### config.mk
export PLATFORM = sky130hd
export DESIGN_NAME = rv32_lsu
export DESIGN_NICKNAME = d
export VERILOG_FILES = /design/src/rtl/rv32_lsu_pkg.sv /design/src/rtl/rv32_lsu_align.sv /design/src/rtl/rv32_lsu.sv
export SDC_FILE = /design/constraint.sdc
export NUM_CORES = 1
export LEC_CHECK = 0
export CAP_MARGIN = 20
export CORE_MARGIN = 2
export CORE_UTILIZATION = 45
export DETAILED_ROUTE_END_ITERATION = 10
export GPL_TIMING_DRIVEN = 0
export PLACE_DENSITY_LB_ADDON = 0.05
export RECOVER_POWER = 100
export SYNTH_ARGS = -nofsm -noshare
export SYNTH_HDL_FRONTEND = slang
export SYNTH_SLANG_ARGS = --single-unit
### constraint.sdc
create_clock -name i_clk -period 2.65 [get_ports i_clk]
set_input_delay 0.265 -clock i_clk [delete_from_list [all_inputs] [get_ports i_clk]]
set_output_delay 0.265 -clock i_clk [all_outputs]
set_load 0.03 [all_outputs]
### src/rtl/rv32_lsu_pkg.sv
// Shared rv32 core constants: memory access type (t_mt), memory function (t_m),
// and the load/store unit FSM state (t_lsu_state). Also provides the access
// legality helper used by the LSU alignment logic.
package rv32_lsu_pkg;

    typedef enum logic [2:0] {
        MT_X  = 3'd0,
        MT_B  = 3'd1,
        MT_H  = 3'd2,
        MT_W  = 3'd3,
        MT_D  = 3'd4,
        MT_BU = 3'd5,
        MT_HU = 3'd6,
        MT_WU = 3'd7
    } t_mt;

    typedef enum logic {
        M_XRD = 1'b0,
        M_XWR = 1'b1
    } t_m;

    typedef enum logic [1:0] {
        LSU_IDLE = 2'd0,
        LSU_REQ  = 2'd1,
        LSU_WAIT = 2'd2,
        LSU_DONE = 2'd3
    } t_lsu_state;

    // Formatted store side of an access: legality, lane enables, lane data.
    typedef struct packed {
        logic        legal;
        logic [3:0]  be;
        logic [31:0] wdata;
    } t_lsu_fmt;

    // Only naturally aligned B/H/W accesses are supported on rv32.
    function automatic logic lsu_legal(input t_mt typ, input logic [1:0] off);
        logic ok;
        case (typ)
            MT_B, MT_BU: ok = 1'b1;
            MT_H, MT_HU: ok = ~off[0];
            MT_W:        ok = (off == 2'b00);
            default:     ok = 1'b0;
        endcase
        return ok;
    endfunction

endpackage

### src/rtl/rv32_lsu_align.sv
// Combinational byte-lane alignment for the LSU.
//   i_st_typ/i_st_off/i_st_wdata : incoming request type, addr[1:0], rs2 data
//   o_fmt                        : legality, byte enables, lane-replicated data
//   i_ld_typ/i_ld_off/i_rdata    : latched load type, addr[1:0], memory word
//   o_ld_data                    : extracted and sign/zero-extended load data
module rv32_lsu_align
    import rv32_lsu_pkg::*;
(
    input  t_mt         i_st_typ,
    input  logic [1:0]  i_st_off,
    input  logic [31:0] i_st_wdata,
    input  t_mt         i_ld_typ,
    input  logic [1:0]  i_ld_off,
    input  logic [31:0] i_rdata,
    output t_lsu_fmt    o_fmt,
    output logic [31:0] o_ld_data
);

    logic [31:0] w_shifted;

    always_comb begin
        o_fmt.legal = lsu_legal(i_st_typ, i_st_off);
        o_fmt.be    = 4'b0000;
        o_fmt.wdata = i_st_wdata;
        case (i_st_typ)
            MT_B, MT_BU: begin
                o_fmt.be    = 4'b0001 << i_st_off;
                o_fmt.wdata = {4{i_st_wdata[7:0]}};
            end
            MT_H, MT_HU: begin
                o_fmt.be    = 4'b0011 << i_st_off;
                o_fmt.wdata = {2{i_st_wdata[15:0]}};
            end
            MT_W:    o_fmt.be = 4'b1111;
            default: o_fmt.be = 4'b0000;
        endcase
    end

    // Bring the addressed lane down to bit 0, then extend.
    always_comb begin
        w_shifted = i_rdata >> {i_ld_off, 3'b000};
        case (i_ld_typ)
            MT_B:    o_ld_data = {{24{w_shifted[7]}}, w_shifted[7:0]};
            MT_BU:   o_ld_data = {24'd0, w_shifted[7:0]};
            MT_H:    o_ld_data = {{16{w_shifted[15]}}, w_shifted[15:0]};
            MT_HU:   o_ld_data = {16'd0, w_shifted[15:0]};
            MT_W:    o_ld_data = i_rdata;
            default: o_ld_data = 32'd0;
        endcase
    end

endmodule

### src/rtl/rv32_lsu.sv
// Multi-cycle rv32 load/store unit.
//   i_req_*   : decoded memory op (valid/fcn/typ/addr/wdata), held while o_stall
//   o_stall   : core holds PC/instruction while an access is outstanding
//   o_resp_*  : one-cycle completion pulse with extended load data
//   o_misalign: one-cycle pulse on an illegal access (no memory traffic)
//   o_mem_*/i_mem_* : valid/ready request channel and response-valid return
module rv32_lsu
    import rv32_lsu_pkg::*;
#(
    parameter int XLEN   = 32,
    parameter int ADDR_W = 32
) (
    input  logic              i_clk,
    input  logic              i_rst_n,
    input  logic              i_req_valid,
    input  t_m                i_req_fcn,
    input  t_mt               i_req_typ,
    input  logic [ADDR_W-1:0] i_req_addr,
    input  logic [XLEN-1:0]   i_req_wdata,
    output logic              o_stall,
    output logic              o_resp_valid,
    output logic [XLEN-1:0]   o_resp_rdata,
    output logic              o_misalign,
    output logic              o_mem_req_valid,
    input  logic              i_mem_req_ready,
    output logic [ADDR_W-1:0] o_mem_addr,
    output logic              o_mem_we,
    output logic [3:0]        o_mem_be,
    output logic [XLEN-1:0]   o_mem_wdata,
    input  logic              i_mem_resp_valid,
    input  logic [XLEN-1:0]   i_mem_rdata
);

    t_lsu_state        r_state;
    logic              r_we;
    t_mt               r_typ;
    logic [ADDR_W-1:0] r_addr;
    logic [3:0]        r_be;
    logic [XLEN-1:0]   r_wdata;
    logic [XLEN-1:0]   r_resp_rdata;

    t_lsu_fmt          w_fmt;
    logic [XLEN-1:0]   w_ld_data;
    logic              w_idle;

    // Store formatting uses the live request; load extraction uses the
    // latched type/offset since the response arrives cycles later.
    rv32_lsu_align u_align (
        .i_st_typ   (i_req_typ),
        .i_st_off   (i_req_addr[1:0]),
        .i_st_wdata (i_req_wdata),
        .i_ld_typ   (r_typ),
        .i_ld_off   (r_addr[1:0]),
        .i_rdata    (i_mem_rdata),
        .o_fmt      (w_fmt),
        .o_ld_data  (w_ld_data)
    );

    always_ff @(posedge i_clk) begin
        if (!i_rst_n) begin
            r_state      <= LSU_IDLE;
            r_we         <= 1'b0;
            r_typ        <= MT_X;
            r_addr       <= '0;
            r_be         <= 4'b0000;
            r_wdata      <= '0;
            r_resp_rdata <= '0;
        end else begin
            case (r_state)
                LSU_IDLE: begin
                    if (i_req_valid && w_fmt.legal) begin
                        r_we    <= (i_req_fcn == M_XWR);
                        r_typ   <= i_req_typ;
                        r_addr  <= i_req_addr;
                        r_be    <= w_fmt.be;
                        r_wdata <= w_fmt.wdata;
                        r_state <= LSU_REQ;
                    end
                end
                // A response seen here (even alongside ready) is stale.
                LSU_REQ: begin
                    if (i_mem_req_ready)
                        r_state <= LSU_WAIT;
                end
                LSU_WAIT: begin
                    if (i_mem_resp_valid) begin
                        r_resp_rdata <= r_we ? '0 : w_ld_data;
                        r_state      <= LSU_DONE;
                    end
                end
                LSU_DONE: r_state <= LSU_IDLE;
                default:  r_state <= LSU_IDLE;
            endcase
        end
    end

    assign w_idle          = (r_state == LSU_IDLE);
    assign o_stall         = (w_idle && i_req_valid && w_fmt.legal) ||
                             (r_state == LSU_REQ) || (r_state == LSU_WAIT);
    assign o_misalign      = w_idle && i_req_valid && !w_fmt.legal;
    assign o_resp_valid    = (r_state == LSU_DONE);
    assign o_resp_rdata    = r_resp_rdata;
    assign o_mem_req_valid = (r_state == LSU_REQ);
    assign o_mem_addr      = {r_addr[ADDR_W-1:2], 2'b00};
    assign o_mem_we        = r_we;
    assign o_mem_be        = r_be;
    assign o_mem_wdata     = r_wdata;

endmodule

==> results.md <==
- The flow ran to the end, and the final reports show no timing, DRC or antenna violations.
- The worst setup path is of the in -> out kind.
- The routability-driven placement congestion ratio is 0.9322.
- The post-detailed-route wirelength per cell is 16.60 microns.
- The most used flip-flop cell after synthesis is sky130_fd_sc_hd__dfxtp_1.
- The total overflow left after global routing is 0.
- CTS placed an instance of sky130_fd_sc_hd__clkbuf_16 at the clock tree root.
- The number of max-slew violations in the final report came to 0.
- The starting utilization of the core area is 46.33%.
- sky130_fd_sc_hd__nand2_1 is the most common cell in the netlist.
- The number of clock buffers inserted by TritonCTS is 9.
- Global routing used 25.10% of the available tracks.
- The pin count of the biggest net entering global routing is 19.
- The fraction of synthesized cell area taken by the top area cell type is 41.89%.
- Setup repair after global routing left no endpoint under its margin.
- Of the total power, the share spent switching nets is 34.50%.
- For the finished layout, the period the worst path requires is 2.485 ns.
- After detailed routing, the number of remaining DRC violations is 0.
- For this run, the top clock speed supported by timing is 0.4024 GHz.
- Once routing completed, OpenROAD measured the worst setup slack at 0.1652 ns.
- The worst min-delay path category is reg -> reg.
- The count of input and output buffers is 205.
- The overall die height is 110.1 microns.
- In this run the standard cell core region covers 10,940 sq um.
- In this run the tightest slew margin relative to its limit is 27.53%.
- The initial antenna violation count is 0.
- The clock transition time at the flip-flop clock pins of the worst setup and hold paths is 0.07 ns.
- Counting the fill cells in the layout gives 928.
- The total number of placement rows is 38.
- Setup violations remaining at the end of the flow were counted as 0.
- After synthesis, the netlist uses 48 different library cells.
- STA classifies the critical path startpoint as an input pin.
- After synthesis the netlist holds a flip-flop and latch count of 106.
- The number of setup buffers added after CTS is 0.
- The accumulated negative setup slack is 0 ns.
- The pre-antenna-repair detailed-routing pass consisted of 5 iterations.
- The maximum fanout count along the critical path is 10.
- The async set-or-reset flop fraction in the synthesized netlist is 0%.
- Yosys printed 0 warnings.
- Walking the worst path, the cells encountered are dlygate4sd3_1 > o211ai_1 > o2111a_1 > buf_2 > or3_1 > dlygate4sd2_1.
- From left edge to right edge, the die measures 110.1 microns.
- The analysis attributes to net switching a power of 1.629 mW.
- The maximum count of clock buffers along a single path is 2.
- The cell area after synthesis is 5066 sq um.
- The portion of the post-synthesis area used by sequential elements is 41.89%.
- The placed instances occupy a cell area of 7297 sq um.
- The wire length of the first global-routing pass is 23,480 microns.
- The kind of end point of the critical path is an output pin.
- Using the TritonRoute via totals, the vias-per-cell ratio works out to 5.430.
- The area of the die is 12,120 sq um.
- Gates resized during post-CTS repair numbered 1.
- The number of global-route vias before repair came to 4,730.
- The worst slack after detailed placement is -0.003998 ns.
- The portion of total power attributed to sequential cells is 38.8%.
- The post-synthesis to final-layout area growth is 49.37%.
- The repair_antennas step left the layout with diodes totalling 0.
- The first-iteration detailed-routing DRC count is 325.
- Clock skew on the completed layout was measured at 0.008842 ns.
- The number of failing hold endpoints at the final stage is 0.
- In the final design database the tool counted 903 nets.
- The transition time at the pin with the least slew margin is 1.079 ns.
- Combinational cells account for 33.9% of the total power.
- Counting flops with a built-in enable in the synthesized netlist gives 0.
- Data on the critical path arrives at its endpoint at 2.22 ns.
- For this design, the CTS-stage hold fixing added 0 buffers.
- The count of mapped cells out of synthesis is 577.
- The via count of the routed design is 5,099.
- The half-perimeter wire length of the detailed placement result is 11,740 microns.
- The CTS tree is done.
- Summing all non-filler instances in the final layout gives an area of 7567 sq um.
- The final total power is 4.722 mW.
- The maximum cell stage delay along the critical path is 0.63 ns.
- Among all stages on the critical path, the largest delay is contributed by sky130_fd_sc_hd__dlygate4sd3_1.
- The commonest cells after synthesis are 117 x sky130_fd_sc_hd__nand2_1, 106 x sky130_fd_sc_hd__dfxtp_1, 64 x sky130_fd_sc_hd__a21oi_1, 35 x sky130_fd_sc_hd__buf_4, 28 x sky130_fd_sc_hd__clkbuf_1.
- The number of routed nets with antenna violations is 0.
- Across the run, the number of max-cap violations was 0.
- The mean area per synthesized cell is 8.780 sq um.
- For this design the static power due to leakage is 3.102 nW.
- The share of power burned in the clock network is 27.3%.
- The biggest area contributor in the post-synthesis netlist is sky130_fd_sc_hd__dfxtp_1.
- The later pin in the worst-skew pair is clocked with a latency of 0.35 ns.
- Of the cells placed in the final design, the portion with a size suffix greater than 1 is 11.26%.
- The final worst hold slack is 0.4513 ns.
- For the worst setup path, the data required time is 2.38 ns.
- 210 I/O pins were placed.
- The internal power consumption is 3.093 mW.
- The worst IR drop on VDD is 0.3625 mV.
- Power spread over the standard cell area amounts to 624.0 nW/um^2.
- The clock drives 106 sinks.
- The post-route clock period utilization is 93.77%.
- In the post-synthesis netlist, the biggest area contributors are sky130_fd_sc_hd__dfxtp_1 42%, sky130_fd_sc_hd__nand2_1 8.7%, sky130_fd_sc_hd__a21oi_1 6.3%.
- In this run the number of H-tree levels came out at 3.
- After detailed routing, the total wire length is 15,580 microns.
state kept, by name (all words and copies together) (netlist names):
signal        flops
o_mem_wdata      32
o_resp_rdata     32
r_addr           32
o_mem_be          4
r_typ             3
r_state           2
o_mem_we          1
layout make-up:
type,instances,area [sq um],share of cell area (%)
inverters,6,22.52,0.2976
repair buffers,205,2051,27.10
multi-input cells,387,2466,32.59
well taps,140,175.2,2.315
clock inverters,6,46.29,0.6118
flip-flops and latches,106,2122,28.04
clock buffers,10,239.0,3.158
plain buffers,79,445.4,5.886
logic make-up after synthesis:
kind of cell	share of synthesized area [%]
compound gates	20.99
xor+xnor	0.4941
fa+ha+maj	0.9879
buf+inv	9.508
flops	41.89
mux	12.03
other cells	0.07402
simple gates	14.03
critical path: cells and delay by family:
| family | cells | cell delay (ns) |
|---|---|---|
| AND/OR/NAND/NOR | 1 | 0.13 |
| AO/OA/AOI/OAI | 2 | 0.56 |
| buffers and inverters | 3 | 1.26 |
layout by cell type, fill, tap and decap left out, drive strengths merged, types with 4 or more instances in the layout:
cell           count
nand2            117
dfxtp            106
clkdlybuf4s50    102
dlygate4sd3      102
a21oi             64
buf               47
clkbuf            42
nor2              27
mux2i             26
o21ai             20
a22oi             20
mux2              17
a211oi            16
a222oi            14
o211ai            11
inv                9
a21o               7
mux4               7
nand2b             4
ha                 4
metrics by stage:
| stage | cells | utilization [%] |
|---|---|---|
| after global placement | 923 | 66.73 |
| after CTS | 939 | 69.32 |
| after detailed placement | 923 | 66.73 |
| after global routing | 939 | 69.20 |
| after floorplan | 578 | - |
| final | 939 | 69.20 |
power groups by stage:
| stage | logic [mW] | registers [mW] | clock network (mW) |
|---|---|---|---|
| 6_report | 1.60 | 1.83 | 1.29 |
| 5_1_grt | 1.72 | 1.85 | 1.38 |
| 4_1_cts | 1.66 | 1.84 | 1.30 |
| 3_5_place_dp | 1.67 | 1.87 | 0 |
| 3_3_place_gp | 1.63 | 1.87 | 0 |
| 2_1_floorplan | 0.825 | 2.03 | 0 |
layer usage:
| metal | vias to the layer above | global-route usage, % | wire (microns) |
|---|---|---|---|
| met2 | 206 | 43.12 | 7641 |
| met1 | 2405 | 29.71 | 6280 |
| met3 | 24 | 7.172 | 1324 |
| li1 | 2464 | - | - |
| met5 | - | 0 | 0 |
| met4 | 0 | 9.375 | 337 |
worst paths after layout:
| check | slack, ns | end | from | cells past startpoint |
|---|---|---|---|---|
| max | 0.17 | o_stall | i_req_addr[1] | 6 |
| min | 0.45 | o_resp_rdata[15] | o_resp_rdata[15] | 2 |
| max reg2reg | 0.36 | o_resp_rdata[15] | r_addr[0] | 5 |
| min reg2reg | 0.45 | o_resp_rdata[15] | o_resp_rdata[15] | 2 |
Note: power is estimated with default switching activity, not from simulation.
